**config.mk**
```make
export PLATFORM = sky130hd
export DESIGN_NAME = debug_trace_hex
export DESIGN_NICKNAME = d
export VERILOG_FILES = /design/src/rtl/debug_trace_hex.sv
export SDC_FILE = /design/constraint.sdc
export NUM_CORES = 1
export LEC_CHECK = 0
export BUFFER_PORTS_ARGS = -buffer_cell sky130_fd_sc_hd__buf_4
export CAP_MARGIN = 20
export CORE_MARGIN = 3
export CORE_UTILIZATION = 50
export DETAILED_ROUTE_END_ITERATION = 8
export HOLD_SLACK_MARGIN = 0.05
export PLACE_DENSITY = 0.69
export SLEW_MARGIN = 20
export SYNTH_ARGS = -nofsm -noshare
export SYNTH_HDL_FRONTEND = slang
export SYNTH_SLANG_ARGS = --single-unit
```
**constraint.sdc**
```tcl
create_clock -name clk -period 6.55 [get_ports clk]
set_input_delay 0.655 -clock clk [delete_from_list [all_inputs] [get_ports clk]]
set_output_delay 0.655 -clock clk [all_outputs]
set_load 0.005 [all_outputs]
```
**src/rtl/debug_trace_hex.sv**
```systemverilog
// debug_trace_hex: live-channel / fetch-history hex debug mux.
// Captures channel 0 (fetch address) into a circular history on every
// qualified fetch, freezes on a manual request or address breakpoint,
// and lets the operator walk the frozen history back and forth while the
// selected value is driven, registered, to the SEG7 driver.
module debug_trace_hex #(
  parameter  int AW    = 16,
  parameter  int NCH   = 4,
  parameter  int DEPTH = 16,
  localparam int CSW   = $clog2(NCH),
  localparam int PW    = $clog2(DEPTH)
) (
  input  logic              clk,
  input  logic              reset_n,
  input  logic              ce,
  input  logic              inst,
  input  logic [NCH*AW-1:0] ch_data,
  input  logic [CSW-1:0]    ch_sel,
  input  logic              disp_hist,
  input  logic              bp_en,
  input  logic [AW-1:0]     bp_addr,
  input  logic              btn_freeze,
  input  logic              btn_run,
  input  logic              btn_back,
  input  logic              btn_fwd,
  output logic [AW-1:0]     hex_value,
  output logic              frozen,
  output logic              hit,
  output logic [PW-1:0]     view_off,
  output logic [PW:0]       count
);

  localparam logic [PW-1:0] PTR_ONE   = PW'(1);
  localparam logic [PW:0]   CNT_ONE   = (PW+1)'(1);
  localparam logic [PW:0]   CNT_MAX   = (PW+1)'(DEPTH);

  typedef enum logic {
    ST_RUN    = 1'b0,
    ST_FROZEN = 1'b1
  } state_e;

  state_e          state_q, state_d;
  logic            hit_q, hit_d;
  logic [PW-1:0]   view_off_q, view_off_d;
  logic [PW-1:0]   wptr_q, wptr_d;
  logic [PW:0]     count_q, count_d;
  logic [AW-1:0]   hex_value_q, hex_value_d;

  // History storage; not reset, the valid count hides stale contents.
  logic [AW-1:0]   hist_mem [DEPTH];

  // Unpacked view of the live channels.
  logic [AW-1:0]   ch_arr [NCH];

  // FSM-derived control strobes.
  logic            run_mode;
  logic            capture_evt;
  logic            bp_hit;
  logic            freeze_req;
  logic            step_en;

  // Stepping limits and read-side signals.
  logic            back_ok;
  logic            fwd_ok;
  logic [PW-1:0]   ridx_d;
  logic [AW-1:0]   hist_rd;
  logic [AW-1:0]   hist_val;
  logic [AW-1:0]   live_val;

  generate
    for (genvar gi = 0; gi < NCH; gi++) begin : g_unpack
      assign ch_arr[gi] = ch_data[gi*AW +: AW];
    end
  endgenerate

  // ---------------------------------------------------------------------
  // FSM: state register
  // ---------------------------------------------------------------------
  // Hold RUN/FROZEN state across cycles.
  always_ff @(posedge clk or negedge reset_n) begin
    if (!reset_n) begin
      state_q <= ST_RUN;
    end else begin
      state_q <= state_d;
    end
  end

  // ---------------------------------------------------------------------
  // FSM: next-state logic
  // ---------------------------------------------------------------------
  // btn_run dominates: in RUN it also suppresses a same-cycle freeze.
  always_comb begin
    state_d = state_q;
    case (state_q)
      ST_RUN: begin
        if (!btn_run && (btn_freeze || bp_hit)) begin
          state_d = ST_FROZEN;
        end
      end
      ST_FROZEN: begin
        if (btn_run) begin
          state_d = ST_RUN;
        end
      end
      default: state_d = ST_RUN;
    endcase
  end

  // ---------------------------------------------------------------------
  // FSM: output logic
  // ---------------------------------------------------------------------
  // Decode capture, breakpoint and stepping qualifiers from current state.
  always_comb begin
    run_mode    = (state_q == ST_RUN);
    capture_evt = run_mode & ce & inst;
    bp_hit      = capture_evt & bp_en & (ch_arr[0] == bp_addr);
    freeze_req  = run_mode & ~btn_run & (btn_freeze | bp_hit);
    step_en     = ~run_mode & ~btn_run;
  end

  // ---------------------------------------------------------------------
  // Write pointer and valid count
  // ---------------------------------------------------------------------
  // Advance on each capture; DEPTH is a power of two so the pointer wraps
  // naturally, while the count saturates at DEPTH.
  always_comb begin
    wptr_d  = wptr_q;
    count_d = count_q;
    if (capture_evt) begin
      wptr_d = wptr_q + PTR_ONE;
      if (count_q != CNT_MAX) begin
        count_d = count_q + CNT_ONE;
      end
    end
  end

  // ---------------------------------------------------------------------
  // Breakpoint flag and history view offset
  // ---------------------------------------------------------------------
  // hit records why we froze; view_off walks history only while frozen.
  always_comb begin
    back_ok    = (count_q > CNT_ONE) && ({1'b0, view_off_q} < (count_q - CNT_ONE));
    fwd_ok     = (view_off_q != '0);
    hit_d      = hit_q;
    view_off_d = view_off_q;
    if (btn_run) begin
      hit_d      = 1'b0;
      view_off_d = '0;
    end else if (freeze_req) begin
      hit_d = bp_hit;
    end else if (step_en && (btn_back ^ btn_fwd)) begin
      if (btn_back && back_ok) begin
        view_off_d = view_off_q + PTR_ONE;
      end else if (btn_fwd && fwd_ok) begin
        view_off_d = view_off_q - PTR_ONE;
      end
    end
  end

  // ---------------------------------------------------------------------
  // History buffer write port
  // ---------------------------------------------------------------------
  // Store the fetch address at the write pointer on each capture.
  always_ff @(posedge clk) begin
    if (capture_evt) begin
      hist_mem[wptr_q] <= ch_arr[0];
    end
  end

  // ---------------------------------------------------------------------
  // Display selection
  // ---------------------------------------------------------------------
  // The display is built from next-cycle pointer/offset/count so that it
  // always matches the registered status outputs. When the entry being
  // read is the one being written this cycle, the incoming fetch address
  // is forwarded so the newest capture is shown immediately.
  always_comb begin
    ridx_d   = wptr_d - PTR_ONE - view_off_d;
    hist_rd  = hist_mem[ridx_d];
    hist_val = hist_rd;
    if (capture_evt && (ridx_d == wptr_q)) begin
      hist_val = ch_arr[0];
    end
    if (count_d == '0) begin
      hist_val = '0;
    end

    live_val = '0;
    for (int k = 0; k < NCH; k++) begin
      if (ch_sel == CSW'(k)) begin
        live_val = ch_arr[k];
      end
    end

    hex_value_d = disp_hist ? hist_val : live_val;
  end

  // ---------------------------------------------------------------------
  // Status and display registers
  // ---------------------------------------------------------------------
  // Register all operator-visible state; asynchronously cleared.
  always_ff @(posedge clk or negedge reset_n) begin
    if (!reset_n) begin
      hit_q       <= 1'b0;
      view_off_q  <= '0;
      wptr_q      <= '0;
      count_q     <= '0;
      hex_value_q <= '0;
    end else begin
      hit_q       <= hit_d;
      view_off_q  <= view_off_d;
      wptr_q      <= wptr_d;
      count_q     <= count_d;
      hex_value_q <= hex_value_d;
    end
  end

  assign hex_value = hex_value_q;
  assign frozen    = (state_q == ST_FROZEN);
  assign hit       = hit_q;
  assign view_off  = view_off_q;
  assign count     = count_q;

endmodule

```
### Word-level counts from Yosys, hierarchy flattened

Memories as Yosys holds them, arrays and structs flattened.
Cells that the tools add are included.

* $add $sub $neg: 7
* shifts and indexed selects: 0
* equal/unequal tests: 6
* magnitude comparators: 2
* bitwise operators: 11
* divide/modulo/power cells: 0
* multipliers: 0
* reductions and logical operators: 12
* mux-type cells: 22

Operator list (number)
* two-way mux 16 bit: 7
* two-way mux 4 bit: 6
* == test 16 bit: 1
* two-way mux 5 bit: 2
* adder 4 x 1 -> 4 bit (second input constant): 2
* subtractor 4 x 1 -> 4 bit (second input constant): 2
* AND 1 bit: 7
* logical AND 1 bit: 6
* two-way mux 1 bit: 6
* adder 5 x 1 -> 5 bit (second input constant): 1
* > comparator 5 x 1 -> 1 bit (second input constant): 1
* logical NOT 5 bit: 1
* < comparator 4 x 5 -> 1 bit: 1
* != test 5 bit (second input constant): 1
* subtractor 5 x 1 -> 5 bit (second input constant): 1
* == test 2 bit (second input constant): 2
* == test 4 bit: 1
* nonzero test 4 bit: 1
* subtractor 4 bit: 1
* == test 2 x 1 -> 1 bit (second input constant): 1
* logical NOT 2 bit: 1
* NOT 1 bit: 2
* one-hot mux 1 bit (2 select lines): 1
* nonzero test 2 bit: 1
* other kinds (4): 4

* bits in latches: 0
* register bits: 31
* output and inout port bits: 27
* bits in read-only memories: 0
* logic and storage cells: 67
* bits of input ports: 92
* memory bits (writable): 256
* memories: 1

Memory list
* hist_mem: words 16, bits a word 16, read ports 1, clocked after memory_dff 0, wr ports 1, line 50 `logic [AW-1:0] hist_mem [DEPTH];`

### Depth between registers and ports, before layout

* depth in word-level cells: 15
* mapped depth: 21
* gate-level depth less buffers: 19

### Least setup slack after synthesis

OpenSTA, ideal clock, no wires.

* path kind: register -> register
* start: register count_q[0] (netlist: count[0])
* end: register hex_value_q[10] (netlist: hex_value[10])
* period minus slack after synthesis: 4756 ps
* setup time: 131 ps
* slack: 1794 ps
* arrival: 4625 ps
* required time: 6419 ps
* path buffers: 2
* stages on the path, launching flop included: 20
* path through: dfrtp_1 -> inv_1 -> ha_1 -> xnor2_1 -> ha_1 -> o21ai_0 -> a22oi_1 -> a21o_1 -> a21oi_1 -> xnor2_1 -> or2_2 -> ha_1 -> fa_1 -> clkbuf_1 -> clkbuf_1 -> mux4_2 -> mux2_2 -> o221a_2 -> o221ai_1 -> o31ai_2

* word-level cells in the longest chain between the ends: 14
* elaborated cells between the ends (all ways): 21
* classes of those cells: 3 x add/sub; 2 x order compare; 2 x eq/ne; 9 x mux; 4 x reduce/logical; 1 x memory

Ends and longest elaborated chain
* from (decl): line 46 `logic [PW:0] count_q, count_d;`
* from (signal assigned): line 213 `count_q <= count_d;`
* parallel branches: the longest is 12 deep, another holds memory (16 x 16 bit)
* two-way mux 16 bit *: line 184 `if (count_d == '0) begin`
* two-way mux 16 bit *: line 195 `hex_value_d = disp_hist ? hist_val : live_val;`
* via hex_value_d[10]: line 47 `logic [AW-1:0] hex_value_q, hex_value_d;`
* to (signal assigned): line 214 `hex_value_q <= hex_value_d;`
* to (decl): line 47

Mark *: on every way through the listed nets, which the timed path passes.
A chain may end at the register's enable or synchronous reset.

### Final worst setup path

* start: register count_q[0] (netlist: count[0])
* end: register hex_value_q[1] (netlist: hex_value[1])

Same word-level chain as after synthesis.

==> flow_metrics.py <==
metrics = {
    "cells_and_area": {
        "nNetsFinal": 1040,
        "final_area_mm2": 0.0158,
        "final_cells": 1288,
        "drive_gt1_share_pct": 34.3,
        "antenna_cells": 0,
        "area_growth_syn_to_layout_pct": 16.9,
    },
    "floorplanning": {
        "initial_core_util_pct": 51.3,
        "pin_count": 119,
        "placement_rows": 59,
        "die_w_um": 170,
        "core_area_mm2": 0.0263,
        "die-height_um": 170,
        "dieArea_mm2": 0.0290,
    },
    "worst_setup_path": {
        "r2r-start": "count[0]$_DFF_PN0_",
        "crit_path_frequent_cell": "ha_1",
        "slowest_stage": "xnor3_4",
        "critical_path.startpoint": "count[0]$_DFF_PN0_",
        "cp-end-kind": "flop",
        "rrSetupSlack_ps": 1110,
        "crit_buf_inv": 1,
        "crit_type": "flop to flop",
        "crit_path_max_fanout": 45,
        "critPathArrivalTime_ps": 5900,
        "start_kind": "flop",
        "cp_num_cells": 18,
        "crit_family": "compound AO/OA/AOI/OAI gates",
        "reg2reg_depth": 18,
        "cp_cell_sequence": "inv_1 -> ha_1 -> xnor2_1 -> ha_1 -> o21ai_0 -> a22oi_1 -> a21oi_1 -> mux2_2 -> nand2_1 -> xor2_1 -> or2_2 -> ha_1 -> a21oi_1 -> xnor3_4 -> and3_1 -> mux2i_4 -> o221ai_1 -> o31ai_1",
        "cp-endpoint": "hex_value[1]$_DFF_PN0_",
        "r2r_end": "hex_value[1]$_DFF_PN0_",
        "cpPeakStageDelay_ps": 710,
        "required_ps": 7010,
    },
    "route": {
        "wl_um": 33300,
        "vias_per_cell": 6.17,
        "vias": 7944,
        "ant_nets": 0,
        "route.detailed.drc": 0,
        "wl_per_cell_um": 25.9,
        "first_iter_violations": 673,
        "firstDrtPassIters": 5,
    },
    "timing": {
        "grt_setup_unrepaired": "no",
        "fin_skew_ps": 22.9,
        "slew_headroom_pct": 32.4,
        "period_share_pct": 83.0,
        "fin_setup_tns_ps": 0,
        "hold_viol_final": 0,
        "period_needed_ps": 5440,
        "fmax_mhz": 184,
        "maxSlewViolCount": 0,
        "finalSetupViolCount": 0,
        "worstMarginPinSlew_ps": 1010,
    },
    "power_and_ir_drop": {
        "finalPower_uw": 8050,
        "p_sw_uw": 3020,
        "p_int_uw": 5030,
        "p_seq_share_pct": 27.8,
        "clockPowerShare_pct": 20.4,
        "power.density_mw_per_mm2": 511,
        "p_sw_share_pct": 37.5,
        "irDropWorstVdd_uv": 367,
        "p_comb_share_pct": 51.8,
        "p_leak_uw": 0.00554,
    },
    "clocking": {
        "cts_tree": "done",
        "cts_sinks": 287,
        "htreeDepth": 1,
        "clk_path_buf_depth": 3,
        "clk_pin_slew_ps": 60,
        "cts_hold_buffers": 1,
        "cts_resized": 0,
        "post_cts_buffers": 0,
        "root_buffer": "clkbuf_16",
        "clkLatencyLatePin_ps": 570,
        "cts_buffers": 29,
    },
    "grt": {
        "antenna_found_initial": 0,
        "grt.overflow.total": 0,
        "grt_pass1_wl_um": 49700,
        "grt_max_degree": 46,
        "grtUsageTotal_pct": 22.9,
        "grt_pass1_vias": 7939,
    },
    "synthesis": {
        "async_flop_share_pct": 10.8,
        "synth.top_cells.by_area": "edfxtp_1 57%, mux4_2 13%, dfrtp_1 5.8%, mux2i_1 3.9%, nor2_1 2.5%",
        "syn_area_mm2": 0.0135,
        "synth_most_common_cell": "edfxtp_1",
        "yosys_warnings": 0,
        "synthTopCellsByCount": "256 x edfxtp_1, 91 x nor2_1, 80 x mux4_2",
        "syn_inst": 806,
        "synth_top_flop_cell": "edfxtp_1",
        "synth.distinct_cells": 57,
        "synth_enable_flop_cells": 256,
        "syn_area_per_cell_um2": 16.7,
        "synth_area_leader_cell": "edfxtp_1",
        "ys_seq_area_share_pct": 62.8,
        "synth-seq-cells": 287,
        "synth_top_area_share_pct": 57.1,
        "syn_nets": 915,
    },
    "place": {
        "gp_congestion": 0.871,
        "port_buffers": 118,
        "placed_area_mm2": 0.0148,
        "place_hpwl_um": 22000,
        "numPlacedInstances": 1234,
    },
    "job": {
        "maxCapViolCount": 0,
    },
    "outcome": {
        "outcome": "finished clean",
    },
    "hold_path": {
        "hold_class": "input port to flop",
    },
}
[state kept, by name (all words and copies together) (netlist names)]
register / flops
frozen: 1
hex_value: 16
count: 5
hit: 1
hist_mem: 256
view_off: 4
wptr_q: 4
[cells by family (layout without fill, tap and decap cells)]
kind of cell	count (synthesis)	after routing	share of synthesized area (%)
compound gates	91	91	6.04
xor+xnor	37	37	2.65
fa+ha+maj	17	17	1.63
buf+inv	63	210	2.33
flops	287	287	62.8
mux	150	150	18.9
simple gates	161	161	5.69
[per-layer routing]
metal,vias to the layer above,GRT usage (%),share of wire [%]
li1,3480,-,-
met1,4095,35.5,45
met2,319,34.1,45
met3,50,3.55,7.4
met4,0,6.24,2.4
met5,-,0,0
[stage by stage]
| step | hold slack [ps] | util, % | worst slack [ps] |
|---|---|---|---|
| global route | 396 | 59.9 | 790 |
| CTS | 367 | 59.9 | 1190 |
| floorplan | 359 | - | 1790 |
| global placement | 538 | 56.3 | 1270 |
| detailed placement | 557 | 56.3 | 1190 |
| finish | 388 | 59.9 | 1110 |
[worst min path at each step]
| stage | slack [ps] | to | from | cells after the start |
|---|---|---|---|---|
| final | 390 | frozen$_DFF_PN0_ | btn_freeze | 3 |
| after global routing | 400 | frozen$_DFF_PN0_ | btn_freeze | 3 |
| after CTS | 370 | frozen$_DFF_PN0_ | btn_freeze | 3 |
| after detailed placement | 560 | hit$_DFFE_PN0P_ | hit$_DFFE_PN0P_ | 2 |
| after global placement | 540 | hit$_DFFE_PN0P_ | hit$_DFFE_PN0P_ | 2 |
| after floorplan | 360 | count[0]$_DFF_PN0_ | reset_n | 0 |
[final cells by class]
| class | count | area (um^2) |
|---|---|---|
| clock inverter | 18 | 204 |
| multi-input combinational | 456 | 4760 |
| clock buffer | 35 | 748 |
| sequential | 287 | 8460 |
| fill | 1978 | 10500 |
| inverter | 14 | 52.6 |
| tap | 335 | 419 |
| timing repair buffer | 143 | 1100 |
[worst reg2reg max path, stage by stage, from the launching register on]
cell,delay (ps)
dfrtp_1,470
inv_1,130
ha_1,240
xnor2_1,130
ha_1,280
o21ai_0,140
a22oi_1,150
a21oi_1,250
mux2_2,370
nand2_1,90
xor2_1,70
or2_2,290
ha_1,380
a21oi_1,260
xnor3_4,710
and3_1,390
mux2i_4,480
o221ai_1,260
o31ai_1,280
[layout by cell type, fill, tap and decap left out, types with 3 or more instances in the layout]
master,n
o221a_2,14
ha_1,15
nor3_2,4
mux4_2,80
nor3_1,6
inv_1,14
clkbuf_16,29
mux2i_1,52
mux2_2,16
or2_2,3
dfrtp_1,31
nand4_1,7
clkinv_1,3
buf_4,140
o21ai_0,7
edfxtp_1,256
o31ai_1,7
nand3_1,5
nand2_1,13
clkinvlp_4,5
clkbuf_1,6
a22oi_1,4
nor2_1,91
o31ai_2,9
xnor2_1,25
xor2_1,8
bufinv_16,3
a41oi_1,16
a21oi_1,5
nand2b_1,3
o221ai_1,15
nor2b_1,16
[power by group through the flow]
stage | clock network [uW] | registers [uW] | logic, uW
after global routing | 1750 | 2250 | 4470
after floorplan | 0 | 2220 | 3160
after detailed placement | 0 | 2270 | 4130
after global placement | 0 | 2270 | 4080
after CTS | 1670 | 2240 | 4150
final | 1640 | 2240 | 4170
Power figures use the tool's default switching activity.
